## src/rtl/f2i_pkg.sv

```systemverilog
`default_nettype none
// +-----------------------------------------------------------------------+
// | f2i_pkg : shared widths, FSM state and minifloat code layout          |
// | Rev 1.0                                                               |
// +-----------------------------------------------------------------------+
package f2i_pkg;

    localparam int EXP_W  = 3;
    localparam int MAN_W  = 4;
    localparam int INT_W  = MAN_W + 1 + (2**EXP_W) - 2;
    localparam int CODE_W = EXP_W + MAN_W;

    typedef enum logic [1:0] {
        IDLE  = 2'd0,
        SHIFT = 2'd1,
        DONE  = 2'd2
    } f2i_state_t;

    typedef struct packed {
        logic [EXP_W-1:0] exp;
        logic [MAN_W-1:0] man;
    } mini_float_t;

endpackage
`default_nettype wire

```

## src/rtl/f2i_unpack.sv

```systemverilog
`default_nettype none
// +-----------------------------------------------------------------------+
// | f2i_unpack : splits a minifloat code, restores the hidden bit and     |
// | yields the initial accumulator plus remaining shift count.            |
// | Option macro: F2I_BARREL_EN (full shift applied here, count = 0).     |
// | Rev 1.0                                                               |
// +-----------------------------------------------------------------------+
module f2i_unpack
    import f2i_pkg::*;
(
    input  logic [CODE_W-1:0] code,
    output logic [INT_W-1:0]  acc_init,
    output logic [EXP_W-1:0]  shift_cnt
);

    mini_float_t      w_fields;
    logic [INT_W-1:0] w_base;
    logic [EXP_W-1:0] w_shamt;

    assign w_fields = mini_float_t'(code);

    always_comb begin
        w_base  = '0;
        w_shamt = '0;
        if (w_fields.exp != '0) begin
            w_base  = {{(INT_W-MAN_W-1){1'b0}}, 1'b1, w_fields.man};
            w_shamt = w_fields.exp - EXP_W'(1);
        end else begin
            w_base  = {{(INT_W-MAN_W){1'b0}}, w_fields.man};
        end
    end

`ifdef F2I_BARREL_EN
    assign acc_init  = w_base << w_shamt;
    assign shift_cnt = '0;
`else
    assign acc_init  = w_base;
    assign shift_cnt = w_shamt;
`endif

endmodule
`default_nettype wire

```

## src/rtl/float2int_seq_decoder.sv

```systemverilog
`default_nettype none
// +-----------------------------------------------------------------------+
// | float2int_seq_decoder : minifloat -> unsigned integer, one shift per  |
// | cycle, valid/ready on both sides. Option macro: F2I_BARREL_EN.        |
// | Rev 1.0                                                               |
// +-----------------------------------------------------------------------+
module float2int_seq_decoder
    import f2i_pkg::*;
(
    input  logic              clk,
    input  logic              rst,
    input  logic              in_valid,
    output logic              in_ready,
    input  logic [CODE_W-1:0] in_code,
    output logic              out_valid,
    input  logic              out_ready,
    output logic [INT_W-1:0]  out_int,
    output logic              busy
);

    f2i_state_t       r_state;
    logic [INT_W-1:0] r_acc;
    logic [EXP_W-1:0] r_cnt;
    logic [INT_W-1:0] w_acc_init;
    logic [EXP_W-1:0] w_shift_cnt;

    f2i_unpack u_unpack (
        .code      (in_code),
        .acc_init  (w_acc_init),
        .shift_cnt (w_shift_cnt)
    );

    always_ff @(posedge clk or posedge rst) begin
        if (rst) begin
            r_state   <= IDLE;
            r_acc     <= '0;
            r_cnt     <= '0;
            in_ready  <= 1'b1;
            out_valid <= 1'b0;
            out_int   <= '0;
            busy      <= 1'b0;
        end else begin
            case (r_state)
                IDLE: begin
                    if (in_valid) begin
                        r_acc    <= w_acc_init;
                        r_cnt    <= w_shift_cnt;
                        in_ready <= 1'b0;
                        busy     <= 1'b1;
                        if (w_shift_cnt == '0) begin
                            r_state   <= DONE;
                            out_valid <= 1'b1;
                            out_int   <= w_acc_init;
                        end else begin
                            r_state   <= SHIFT;
                        end
                    end
                end
                SHIFT: begin
                    r_acc <= r_acc << 1;
                    r_cnt <= r_cnt - EXP_W'(1);
                    // the shift on this edge is the last one
                    if (r_cnt == EXP_W'(1)) begin
                        r_state   <= DONE;
                        out_valid <= 1'b1;
                        out_int   <= r_acc << 1;
                    end
                end
                DONE: begin
                    if (out_ready) begin
                        r_state   <= IDLE;
                        out_valid <= 1'b0;
                        in_ready  <= 1'b1;
                        busy      <= 1'b0;
                    end
                end
                default: begin
                    r_state   <= IDLE;
                    in_ready  <= 1'b1;
                    out_valid <= 1'b0;
                    busy      <= 1'b0;
                end
            endcase
        end
    end

endmodule
`default_nettype wire
```

## config.mk

```make
export PLATFORM = sky130hd
export DESIGN_NAME = float2int_seq_decoder
export DESIGN_NICKNAME = d
export VERILOG_FILES = /design/src/rtl/f2i_pkg.sv /design/src/rtl/f2i_unpack.sv /design/src/rtl/float2int_seq_decoder.sv
export SDC_FILE = /design/constraint.sdc
export NUM_CORES = 1
export LEC_CHECK = 0
export ABC_AREA = 1
export CORE_UTILIZATION = 40
export DETAILED_ROUTE_END_ITERATION = 8
export GPL_TIMING_DRIVEN = 0
export RECOVER_POWER = 50
export SLEW_MARGIN = 30
export SYNTH_ARGS = -nofsm -noshare
export SYNTH_HDL_FRONTEND = slang
export SYNTH_HIERARCHICAL = 1
export SYNTH_SLANG_ARGS = --single-unit
```

## constraint.sdc

```tcl
create_clock -name clk -period 2.83 [get_ports clk]
set_clock_uncertainty 0.2 [all_clocks]
set_input_delay 0.283 -clock clk [delete_from_list [all_inputs] [get_ports clk]]
set_output_delay 0.283 -clock clk [all_outputs]
set_load 0.1 [all_outputs]
```

==> out/metrics.cfg, run 1 <==
[worst_setup_path]
crit_fanout = 2
r2r-start = r_state[0]
r2r_cells = 6
worstPathRequired_ns = 2.35
end_kind = output port
r2r_end = r_acc[4]
cp_num_buf_inv = 1
reg2reg_slack_ns = 1.08
crit_family = buffers and inverters
crit_arrival_ns = 1.92
cp_slowest_cell = clkdlybuf4s50_1
path_cells = clkdlybuf4s50_1
cpPeakStageDelay_ns = 1.13
worstSetupPathType = register to output port
start_kind = register

[routing]
viasPerCell = 4.42
routed_wl_um = 2990
drtIter0Drc = 39
drc = 0
wire_per_inst_um = 11.0
vias = 1199
ant_nets = 0
first_pass_iters = 4

[synth]
synth_top_area_share_pct = 45.4
synth_edf_count = 0
synth_cells = 191
synth_area_leaders = dfrtp_1 (45%), nand2_1 (15%), o21ai_1 (7.1%)
synth_area_um2 = 1540
yosysUniqueCellTypes = 25
synth.largest_area_cell = dfrtp_1
post-synth-top-count-cell = nand2_1
synthFlopType = dfrtp_1
synth-seq-area-share_pct = 47.1
async_flop_share_pct = 100
avgSynthCellArea_um2 = 8.08
netlist_top_cells_count = nand2_1 (60), dfrtp_1 (28), inv_1 (22), o21ai_1 (22)
ys_ff_latch = 29
yosysWarnings = 6

[grt]
first_global_vias = 1120
grt_pass1_wl_um = 5180
grt_use_total_pct = 17.0
grt_max_degree = 30
gr-total-overflow = 0
grt_antenna_before_repair = 0

[place]
gp_congestion = 0.765
port_buffers = 20
dpl.hpwl_um = 2240

[finish]
antennaDiodeCount = 0
fin_nets = 238
fill_cells = 377
drive_above_1_share_pct = 13.9
area_delta_synth_final_pct = 23.2

[sta]
hold_viol = 0
report.final.slew_viol_count = 0
fmax_ghz = 0.415
rsz0062_at_grt = no
slew_headroom_pct = 27.2
totalNegativeSetupSlack_ns = 0
fin_crit_sh_pct = 85.1
period_needed_ns = 2.41
setup_viol = 0
tightestPinTransition_ns = 1.09

[cts]
numClockSinks = 29
numCtsBuffers = 5
hold_buffers = 0
htree_levels = 2
cts_resized = 0
cts_setup_buffers = 0
cts_tree = yes
cts-root-buf = clkbuf_8
path_clk_slew_ns = 0.06
clock_path_buffers = 2
clk_latency_ns = 0.28

[floorplan]
core-area_um2 = 3690
io-pin-count = 25
die_h_um = 64.1
die_w_um = 64.1
start_util_pct = 41.9
num_rows = 22
dieArea_um2 = 4110

[run]
cap_violations = 0

[status]
outcome = completed

[min_path]
min_from = in_code[0]
hold_path_end = r_acc[0]
whs_path_depth = 5
min_path_type = input port to register

## flip-flops by register name, indices dropped and copies added (netlist names)
signal / count
out_int: 11
r_cnt: 3
r_acc: 10
busy: 1
r_state: 2
in_ready: 1
out_valid: 1
## cell usage in the layout, fill, tap and decap left out
cell type | Yosys | routed
a21oi_1 | 1 | 1
buf_2 | 4 | 2
buf_4 | 11 | 11
buf_6 | 2 | 2
clkbuf_1 | 0 | 3
clkbuf_8 | 0 | 6
clkdlybuf4s50_1 | 0 | 17
conb_1 | 1 | 6
dfrtp_1 | 28 | 28
dfstp_2 | 1 | 1
dlygate4sd3_1 | 0 | 3
ha_1 | 4 | 4
inv_1 | 22 | 22
inv_2 | 2 | 2
inv_4 | 1 | 1
nand2_1 | 60 | 61
nand2_4 | 3 | 3
nand3_1 | 11 | 11
nand3_2 | 1 | 1
nand3b_1 | 1 | 1
nor2_1 | 3 | 4
nor2_2 | 2 | 1
nor2_4 | 1 | 1
o211ai_1 | 1 | 1
o21ai_0 | 6 | 6
o21ai_1 | 22 | 22
o21bai_1 | 1 | 1
xor2_1 | 1 | 1
## cell families (layout without fill, tap and decap cells)
kind of cell | Yosys count | in the layout | share of synthesized area (%)
flops | 29 | 29 | 47.1
xor+xnor | 1 | 1 | 0.567
fa+ha+maj | 4 | 4 | 3.24
buf+inv | 42 | 69 | 14.3
other cells | 1 | 6 | 0.243
simple gates | 83 | 83 | 24.1
compound gates | 31 | 31 | 10.4
## metrics by stage
stage	std cells	utilization [%]	hold slack, ns	area (um^2)	setup WS (ns)
global placement	264	49.4	0.264	1820	0.643
detailed placement	264	49.4	0.267	1820	0.618
finish	271	51.6	0.143	1900	0.422
global route	271	51.6	0.155	1900	0.390
CTS	271	51.8	0.141	1910	0.409
floorplan	196	-	0.160	1560	1.28
## how the worst max path moves through the flow
stage	cells after the start	end	startpoint	slack [ns]
floorplan	10	out_int[0]	in_code[4]	1.28
global placement	11	out_int[5]	in_code[4]	0.64
detailed placement	11	out_int[1]	in_code[4]	0.62
CTS	1	in_ready	in_ready	0.41
global route	1	in_ready	in_ready	0.39
finish	1	in_ready	in_ready	0.42
## area by class of cell
cell class                 count  area [um^2]  share of cell area, %
tap                           48         60.1                   3.16
multi-input combinational    125          609                   32.0
inverter                      25         96.3                   5.07
sequential                    29          727                   38.2
timing repair buffer          20          200                   10.5
buffer                        17          123                   6.45
clock buffer                   7         86.3                   4.54
## routing by layer
layer / share of wire, % / vias to the layer above / wire length [um] / track usage, %
met4: 2.1 / 0 / 63 / 7.50
met2: 45 / 15 / 1340 / 25.7
met3: 2.1 / 6 / 63 / 4.29
met1: 51 / 535 / 1530 / 23.0
li1: - / 643 / - / -
met5: 0 / - / 0 / 0
Power of run 1 is not shown: default switching activity piles up to over one toggle a cycle in this logic, so the estimate is an artifact.
==> run 2: changes to the inputs <==
- CAP_MARGIN: not set -> 5
- CORE_ASPECT_RATIO: not set -> 0.6
==> out/metrics.cfg, run 2 (synthesis results as in run 1) <==
[worst_setup_path]
crit_arrival_ns = 1.95  ; +0.03 ns
path_cells = clkdlybuf4s50_1
worst-path-stages = 1  ; unchanged
start_kind = register
r2r_end = r_cnt[0]
crit_family = buffers and inverters
r2r_cells = 5  ; -1
cp_slowest_cell = clkdlybuf4s50_1
reg2reg_slack_ns = 0.95  ; -0.13 ns
r2r-start = r_state[0]
worstPathRequired_ns = 2.35  ; about the same
crit_fanout = 2  ; unchanged
crit_start = in_ready
cp_num_buf_inv = 1  ; unchanged
endpoint = in_ready
worstSetupPathType = register to output port
cpPeakStageDelay_ns = 1.12  ; about the same
end_kind = output port

[place]
placed_area_um2 = 1820  ; about the same
port_buffers = 20  ; unchanged
gp_congestion = 0.740  ; -3.3%
dpl.hpwl_um = 2560  ; +14%

[floorplan]
die_h_um = 50.1  ; -22%
start_util_pct = 42.0  ; +0.10 points
die_w_um = 82.2  ; +28%
num_rows = 17  ; -23%
core-area_um2 = 3680  ; -0.24%
io-pin-count = 25  ; unchanged
dieArea_um2 = 4120  ; +0.19%

[finish]
multi_input_area_um2 = 602  ; -1.2%
drive_above_1_share_pct = 14.3  ; +0.38 points
final_common_cell = nand2_1
fin_nets = 238  ; unchanged
regArea_um2 = 727  ; unchanged
top_register = out_int
area_delta_synth_final_pct = 22.6
antennaDiodeCount = 0  ; unchanged
finalInstanceArea_um2 = 1890  ; -0.46%
reg_top3 = out_int: 11 flops, r_acc: 10 flops, r_cnt: 3 flops
layout.cells.most_common_list = nand2_1 (62), dfrtp_1 (28), inv_1 (22)
largest_reg_flops = 11  ; unchanged
fill_cells = 379  ; +0.53%

[grt]
grt_antenna_before_repair = 0  ; unchanged
first_global_vias = 1229  ; +9.7%
grt_use_total_pct = 20.0  ; +2.9 points
gr-total-overflow = 0  ; unchanged
grt_pass1_wl_um = 5910  ; +14%
grt_max_degree = 30  ; unchanged

[min_path]
whs_path_depth = 5  ; unchanged
min_path_type = input port to register

[routing]
first_pass_iters = 4  ; unchanged
drtIter0Drc = 102  ; +160%
ant_nets = 0  ; unchanged
drc = 0  ; unchanged
vias = 1247  ; +4.0%
viasPerCell = 4.60  ; +4.0%
wire_per_inst_um = 12.5  ; +14%
routed_wl_um = 3400  ; +14%

[sta]
fin_crit_sh_pct = 85.8  ; +0.75 points
period_needed_ns = 2.43  ; +0.0212 ns
totalNegativeSetupSlack_ns = 0  ; unchanged
hold_viol = 0  ; unchanged
tightestPinTransition_ns = 1.13  ; +0.0375 ns
rsz0062_at_grt = no
fmax_ghz = 0.412  ; -0.87%
setup_viol = 0  ; unchanged
slew_headroom_pct = 24.7  ; -2.5 points
report.final.slew_viol_count = 0  ; unchanged

[cts]
cts_setup_buffers = 0  ; unchanged
hold_buffers = 0  ; unchanged
cts_tree = yes
numClockSinks = 29  ; unchanged
clk_latency_ns = 0.28  ; about the same
clock_path_buffers = 2  ; unchanged
cts-root-buf = clkbuf_8
path_clk_slew_ns = 0.08  ; +0.02 ns
htree_levels = 2  ; unchanged
numCtsBuffers = 5  ; unchanged
cts_resized = 0  ; unchanged

[run]
cap_violations = 0  ; unchanged

[status]
outcome = completed

[run 2: cell types whose count changed in the layout (fill, tap and decap cells not counted), sizes merged]
cell	delta
clkinv	+2
clkdlybuf4s50	+2
clkbuf	-2
clkinvlp	+1
dlygate4sd3	-2
[run 2: tightest hold or removal path, cell delays in order]
cell and delay [ns]:
buf_4 0.11, inv_1 0.04, nor2_1 0.05, nand2_1 0.05, o21ai_1 0.05
[run 2: how the worst min path moves through the flow]
stage,slack (ns),endpoint,startpoint
2_1_floorplan,0.16,busy,rst
3_3_place_gp,0.26,out_int[0],out_int[0]
3_5_place_dp,0.27,out_int[1],out_int[1]
4_1_cts,0.14,r_acc[0],in_code[0]
5_1_grt,0.15,r_acc[0],in_code[0]
6_report,0.14,r_acc[0],in_code[0]
[run 2: stage by stage]
step / hold WS (ns) / worst slack (ns) / std cells / utilization (%)
global route: 0.153 / 0.375 / 271 / 51.4
floorplan: 0.160 / 1.28 / 196 / -
detailed placement: 0.273 / 0.567 / 263 / 49.5
global placement: 0.264 / 0.619 / 263 / 49.5
finish: 0.143 / 0.401 / 271 / 51.4
CTS: 0.138 / 0.399 / 271 / 51.9
[run 2: cell type report]
class | count | share of cell area [%]
multi-input cells | 125 | 31.8
flip-flops and latches | 29 | 38.4
clock buffers | 5 | 3.64
plain buffers | 17 | 6.48
repair buffers | 20 | 10.6
inverters | 25 | 5.09
well taps | 47 | 3.11
clock inverters | 3 | 0.925
[run 2: routing by layer]
metal | share of wire, % | GRT usage, %
met1 | 54 | 29.6
met2 | 41 | 27.1
met3 | 4.7 | 7.22
met4 | 0.38 | 4.39
met5 | 0 | 0
Power of run 2 is left out for the same reason.
